--- src/rtl/rcc_wkup_rst_sync_mux.sv ---
// Reset/wakeup request conditioning: per-channel synchroniser, minimum-width
// pulse stretcher, sticky event flags and DFT test-reset override.
module rcc_wkup_rst_sync_mux #(
  parameter int unsigned        N_CH        = 3,
  parameter logic [N_CH-1:0]    ACT_HIGH    = {N_CH{1'b1}},
  parameter int unsigned        SYNC_STAGES = 2,
  parameter int unsigned        MIN_PULSE   = 8,
  parameter int unsigned        CNT_W       = $clog2(MIN_PULSE + 1)
) (
  input  logic            clk,
  input  logic            rst_n,
  input  logic [N_CH-1:0] raw_req,
  input  logic            testmode,
  input  logic            test_rst_n,
  input  logic [N_CH-1:0] evt_clr,
  output logic [N_CH-1:0] req_out,
  output logic [N_CH-1:0] evt_flag,
  output logic            busy
);

  localparam logic [1:0] ST_IDLE   = 2'b00;
  localparam logic [1:0] ST_ASSERT = 2'b01;
  localparam logic [1:0] ST_HOLD   = 2'b10;

  localparam logic [CNT_W-1:0] CNT_LOAD = CNT_W'(MIN_PULSE - 1);
  localparam logic [CNT_W-1:0] CNT_ONE  = CNT_W'(1);

  logic [SYNC_STAGES-1:0][N_CH-1:0] sync_q, sync_d;
  logic [N_CH-1:0][1:0]             state_q, state_d;
  logic [N_CH-1:0][CNT_W-1:0]       cnt_q, cnt_d;
  logic [N_CH-1:0]                  evt_flag_q, evt_flag_d;
  logic [N_CH-1:0]                  n_req;
  logic [N_CH-1:0]                  req_s;
  logic [N_CH-1:0]                  stretched;

  // Normalise to active-high and shift through the synchroniser chain.
  always_comb begin
    n_req     = ~(raw_req ^ ACT_HIGH);
    sync_d    = sync_q;
    sync_d[0] = n_req;
    for (int unsigned s = 1; s < SYNC_STAGES; s++) begin
      sync_d[s] = sync_q[s-1];
    end
    req_s = sync_q[SYNC_STAGES-1];
  end

  always_comb begin
    state_d    = state_q;
    cnt_d      = cnt_q;
    evt_flag_d = evt_flag_q;
    for (int unsigned i = 0; i < N_CH; i++) begin
      // Set has priority over a same-cycle clear.
      evt_flag_d[i] = evt_flag_q[i] & ~evt_clr[i];
      case (state_q[i])
        ST_IDLE: begin
          if (req_s[i]) begin
            state_d[i]    = ST_ASSERT;
            cnt_d[i]      = CNT_LOAD;
            evt_flag_d[i] = 1'b1;
          end
        end
        ST_ASSERT: begin
          if (cnt_q[i] != '0) begin
            cnt_d[i] = cnt_q[i] - CNT_ONE;
          end else begin
            state_d[i] = req_s[i] ? ST_HOLD : ST_IDLE;
          end
        end
        ST_HOLD: begin
          if (!req_s[i]) begin
            state_d[i] = ST_IDLE;
          end
        end
        default: begin
          state_d[i] = ST_IDLE;
        end
      endcase
    end
  end

  always_ff @(posedge clk or negedge rst_n) begin
    if (!rst_n) begin
      sync_q     <= '0;
      state_q    <= '0;
      cnt_q      <= '0;
      evt_flag_q <= '0;
    end else begin
      sync_q     <= sync_d;
      state_q    <= state_d;
      cnt_q      <= cnt_d;
      evt_flag_q <= evt_flag_d;
    end
  end

  // Test override is purely combinational so DFT reset reaches req_out with no flop.
  always_comb begin
    for (int unsigned i = 0; i < N_CH; i++) begin
      stretched[i] = (state_q[i] != ST_IDLE);
      if (testmode) begin
        req_out[i] = ACT_HIGH[i] ? ~test_rst_n : test_rst_n;
      end else begin
        req_out[i] = ~(stretched[i] ^ ACT_HIGH[i]);
      end
    end
    busy     = |stretched;
    evt_flag = evt_flag_q;
  end

endmodule

--- config.mk ---
export PLATFORM = sky130hd
export DESIGN_NAME = rcc_wkup_rst_sync_mux
export DESIGN_NICKNAME = d
export VERILOG_FILES = /design/src/rtl/rcc_wkup_rst_sync_mux.sv
export SDC_FILE = /design/constraint.sdc
export NUM_CORES = 1
export LEC_CHECK = 0
export ABC_AREA = 1
export CORE_ASPECT_RATIO = 1.2
export CORE_UTILIZATION = 40
export CTS_CLUSTER_SIZE = 25
export DETAILED_ROUTE_END_ITERATION = 8
export PLACE_DENSITY = 0.62
export SETUP_SLACK_MARGIN = 0.15
export SYNTH_ARGS = -nofsm -noshare
export SYNTH_HDL_FRONTEND = slang
export SYNTH_SLANG_ARGS = --single-unit
--- constraint.sdc ---
create_clock -name clk -period 2.25 [get_ports clk]
set_input_delay 0.45 -clock clk [delete_from_list [all_inputs] [get_ports clk]]
set_output_delay 0.45 -clock clk [all_outputs]
set_load 0.005 [all_outputs]
# Word-level counts from Yosys, hierarchy flattened
# Cells that the tools add are included.
[totals]
register_bits = 27
word_cells = 91
output_inout_bits = 7
input_bits = 10
[op_classes]
n_eq_ne = 18
reduce_logical = 19
n_addsub = 3
n_mux = 33
bitwise_logic = 9
[ops]
columns = ["cell", "count"]
rows = [
  ["$mux 2", 12],
  ["$mux 4", 6],
  ["$ne 2x2->1 const B", 12],
  ["$pmux 4 s2", 3],
  ["$pmux 2 s3", 3],
  ["$reduce_and 3->1", 6],
  ["$reduce_bool 2->1", 6],
  ["$reduce_bool 4->1", 3],
  ["$sub 4x1->4 const B", 3],
  ["$mux 1", 9],
  ["$eq 2x1->1 const B", 3],
  ["$eq 2x2->1 const B", 3],
  ["$logic_not 2->1", 3],
  ["$not 3->3", 2],
  ["$not 1->1", 4],
  ["$and 1x1->1", 3],
  ["$reduce_or 3->1", 1],
]

# Depth between registers and ports, before layout
[logic_depth]
ltp_word = 4
mapped_depth = 7
ltp_nobuf = 7

# Worst setup path after synthesis
# No wires, ideal clock.
[synth_timing]
path_kind = "register to register"
startpoint = "register cnt_q[0] (netlist name)"
endpoint = "register state_q[1] (netlist name)"
path_stages_with_launch = 6
path_slack_ns = 1.078
t_arrival_ns = 1.095
path_buffers = 0
cell_sequence = "dfrtp_1 inv_1 ha_1 nand3_1 or2_1 a21oi_1"
[synth_between]
elab_chain_len = 3
[synth_rtl]
columns = ["item", "line", "rtl"]
rows = [
  ["from (decl)", "30", "logic [N_CH-1:0][CNT_W-1:0] cnt_q, cnt_d;"],
  ["from (signal assigned)", "90", "cnt_q <= cnt_d;"],
  ["$reduce_bool 4->1", "63", "if (cnt_q[i] != '0) begin"],
  ["$ne 2x2->1 (no line)", "-", ""],
  ["$reduce_and 3->1 (no line)", "-", ""],
  ["to (signal assigned)", "89", "state_q <= state_d;"],
  ["to (decl)", "29", "logic [N_CH-1:0][1:0] state_q, state_d;"],
]
# Every way passes these cells.
# A chain may end at the register's enable or synchronous reset.

# Worst setup path in the final report
[layout_timing]
startpoint = "register state_q[5] (netlist name)"
endpoint = "output port busy"
[layout_between]
elab_chain_len = 2
[layout_rtl]
columns = ["item", "line", "rtl"]
rows = [
  ["$reduce_bool 2->1", "98", "stretched[i] = (state_q[i] != ST_IDLE);"],
  ["$reduce_or 3->1", "105", "busy = |stretched;"],
  ["to (decl)", "18", "output logic busy"],
]
# Every way passes these cells.

==> results.yml <==
synthesis:
  netlist_area_sq_um: 1270
  synth_cell_type_count: 19
  synth_adder_area_share_pct: 2.95
  synth_compound_area_share_pct: 6.50
  synth_edf_count: 0
  synth.yosys.warnings: 0
  postSynthCellCount: 138
  yosys.area.top_type_share_pct: 53.1
  sequential_cell_area_fraction_in_the_yosys_report_pct: 53.1
  synth_xor_area_share_pct: 1.38
  postSynthNetCount: 151
  yosys.cell_count.top_type: "sky130_fd_sc_hd__nand2_1"
  muxShareOfSynthArea_pct: 0
  netlist.top_cell.by_area: "sky130_fd_sc_hd__dfrtp_1"
  main_combinational_cell_family_by_area_after_synthesis: "simple AND/OR/NAND/NOR gates"
  yosys_most_used_dff: "sky130_fd_sc_hd__dfrtp_1"
  synth.top_cells.by_count: "sky130_fd_sc_hd__nand2_1 (28), sky130_fd_sc_hd__dfrtp_1 (27), sky130_fd_sc_hd__inv_1 (17), sky130_fd_sc_hd__nand3_1 (13), sky130_fd_sc_hd__o21ai_0 (11)"
  postSynth.asyncResetShare_pct: 100
  syn-mean-instance-area_sq_um: 9.21
  yosys_register_bits: 27
  yosys.area_share.simple_pct: 30.4
  synth.area.top_cells: "sky130_fd_sc_hd__dfrtp_1 (53%), sky130_fd_sc_hd__nand2_1 (8.3%), sky130_fd_sc_hd__nand2_4 (5.3%)"
placement:
  dp_cells: 191
  hpwl_mm: 1.52
  portBuffers: 16
  gp_congestion: 0.752
timing:
  slew_violations: 0
  max_freq_ghz: 0.504
  period_share_pct: 88.2
  maxSlewHeadroom_pct: 77.2
  hold_slack_ns: 0.365
  rsz0062_at_grt: "false"
  worst_pin_slew_ns: 0.343
  final-setup-viol-count: 0
  sum_neg_setup_slack_ns: 0
  post-route-min-period_ns: 1.98
  final-hold-violation-count: 0
  finalClockSkew_ns: 0.00550
die:
  floorplan.rows: 22
  core_area_sq_um: 3060
  fp.dieH_microns: 63.8
  floorplan.die.width_microns: 53.5
  ioPinCount: 17
  die_area_sq_um: 3410
  initial_utilization_pct: 41.6
cells_and_area:
  synthToLayoutAreaGrowth_pct: 18.5
  n_fill_cell: 294
  final_layout_size_suffix_gt1_share_pct: 15.7
  final_layout_net_count: 173
  final_cells: 195
  post_layout_utilization_of_the_core_pct: 49.3
  diodes: 0
power:
  pwr-share-seq_pct: 41.2
  leakage_power_figure_nw: 0.726
  power.ir.vdd_worst_mv: 0.535
  clkPwrFrac_pct: 10.3
  cellPowerDensity_nw_per_um2: 1330
  combPwrFrac_pct: 48.6
  post-layout-total-power_mw: 2.00
  cell_internal_pwr_mw: 1.15
  switching_share_pct: 42.8
  switching_power_mw: 0.857
critical_path:
  path_class: "flop to output port"
  setup.worst_path.end_class: "output port"
  critical_path_peak_fanout: 4
  critical_path_buf_inv_count: 1
  critPathLaunchType: "flop"
  crit_path_cell_chain: "nor2_2, nand3_1, clkdlybuf4s50_1"
  reg2reg_slack_ns: 0.97
  cell_at_the_slowest_stage_of_the_critical_path: "sky130_fd_sc_hd__dfrtp_1"
  worst_r2r_endpoint: "cnt_q[1]"
  timing.reg2reg.worst_path_depth: 7
  worst_path_dominant_cell_family: "flip-flops"
  reg2reg_from: "cnt_q[0]"
  critPathRequiredTime_ns: 1.80
  cp.arrival_ns: 1.53
  critical-path-max-stage-delay_ns: 0.46
clocking:
  htreeDepth: 1
  cts_sinks: 27
  cts_root_buf: "sky130_fd_sc_hd__clkbuf_4"
  cts_made_buffers: 3
  clock_tree.buffer_depth: 2
  cts_resized: 3
  clk_pin_slew_worst_paths_ns: 0.14
  clock_tree_from_tritoncts: "built"
  cts.repair_timing.setup_buffer_count: 0
  hold_buffers: 0
  clock_insertion_delay_worst_skew_ns: 0.32
min_path:
  worstHoldPathCells: 0
  worstHoldEndpoint: "req_s[0]"
  worstHoldStart: "sync_d[3]"
  min_path_type: "flop to flop"
global_route:
  antenna_found_initial: 0
  maximum_number_of_pins_on_one_net_before_global_route_repair: 28
  globalRouteTotalUtil_pct: 14.3
  first_global_vias: 911
  aggregate_global_routing_overflow: 0
  grt_pass1_wl_mm: 3.59
drt:
  first_iter_violations: 19
  detail_route.wl_per_cell_microns: 10.3
  route.detailed.vias_per_inst: 4.76
  drt_antenna_net_count: 0
  drtPass1Iterations: 4
  vias: 928
  drt_wl_total_mm: 2.00
  drc_markers: 0
job:
  cap_viol_max_count: 0
outcome:
  run_status: "finished clean"
[placed cells by master (no fill, tap or decap), types with 3 or more instances in the layout]
cell,count
sky130_fd_sc_hd__nor2_4,3
sky130_fd_sc_hd__o21ai_0,11
sky130_fd_sc_hd__clkdlybuf4s50_1,13
sky130_fd_sc_hd__nor2_1,8
sky130_fd_sc_hd__clkbuf_4,3
sky130_fd_sc_hd__nand2_1,28
sky130_fd_sc_hd__dlygate4sd2_1,3
sky130_fd_sc_hd__ha_1,3
sky130_fd_sc_hd__nand2_4,6
sky130_fd_sc_hd__dfrtp_1,27
sky130_fd_sc_hd__inv_1,17
sky130_fd_sc_hd__nor2_2,7
sky130_fd_sc_hd__nand3_1,13
[worst max-delay path by stage]
stage	from	to	cells after the start
after global routing	state_q[5]	busy	3
after floorplan	cnt_q[0]	state_q[1]	5
final	state_q[5]	busy	3
after detailed placement	testmode	req_out[2]	4
after CTS	state_q[5]	busy	3
after global placement	testmode	req_out[0]	4
[worst reg2reg max path: stages (launching register included)]
cell,delay (ns)
sky130_fd_sc_hd__dfrtp_1,0.41
sky130_fd_sc_hd__inv_1,0.11
sky130_fd_sc_hd__ha_1,0.20
sky130_fd_sc_hd__nand3_1,0.14
sky130_fd_sc_hd__nand2_4,0.11
sky130_fd_sc_hd__nand2_4,0.07
sky130_fd_sc_hd__nand2_1,0.06
sky130_fd_sc_hd__o21ai_0,0.07
[logic make-up after synthesis]
| group | Yosys count |
|---|---|
| and+or+nand+nor | 71 |
| DFF | 27 |
| xor gates and xnor gates | 2 |
| adders and majority gates | 3 |
| AOI/OAI and AO/OA | 16 |
| buffers and inverters | 19 |
[metal layers]
metal  GRT usage [%]  part of all wire [%]
met1            17.1                    49
met2            24.1                    48
met3            2.14                   2.9
met4            6.91                  0.95
met5               0                     0
[power groups by stage]
stage	Combinational [mW]	Clock, mW	Sequential, mW
after CTS	0.991	0.218	0.825
after floorplan	0.747	0	0.813
after global routing	1.11	0.241	0.852
after detailed placement	0.999	0	0.835
final	0.973	0.206	0.825
after global placement	0.966	0	0.825
[sequential cells by signal, summed over array words and instances (netlist names)]
name / count
state_q: 6
cnt_q: 12
sync_d: 3
req_s: 3
evt_flag: 3
[stage by stage]
stage | setup WS [ns] | cell area (sq um)
after global routing | 0.168 | 1510
final | 0.265 | 1510
after detailed placement | 0.111 | 1480
after floorplan | 1.08 | 1270
after CTS | 0.229 | 1510
after global placement | 0.114 | 1480
[final cells by class]
cell class,count,area [sq um],area share [%]
Sequential cell,27,676,44.9
Multi-Input combinational cell,92,524,34.8
Timing Repair Buffer,17,164,10.9
Inverter,19,71.3,4.73
Tap cell,36,45.0,2.99
Clock buffer,4,26.3,1.74
Note: power is estimated with default switching activity, not from simulation.
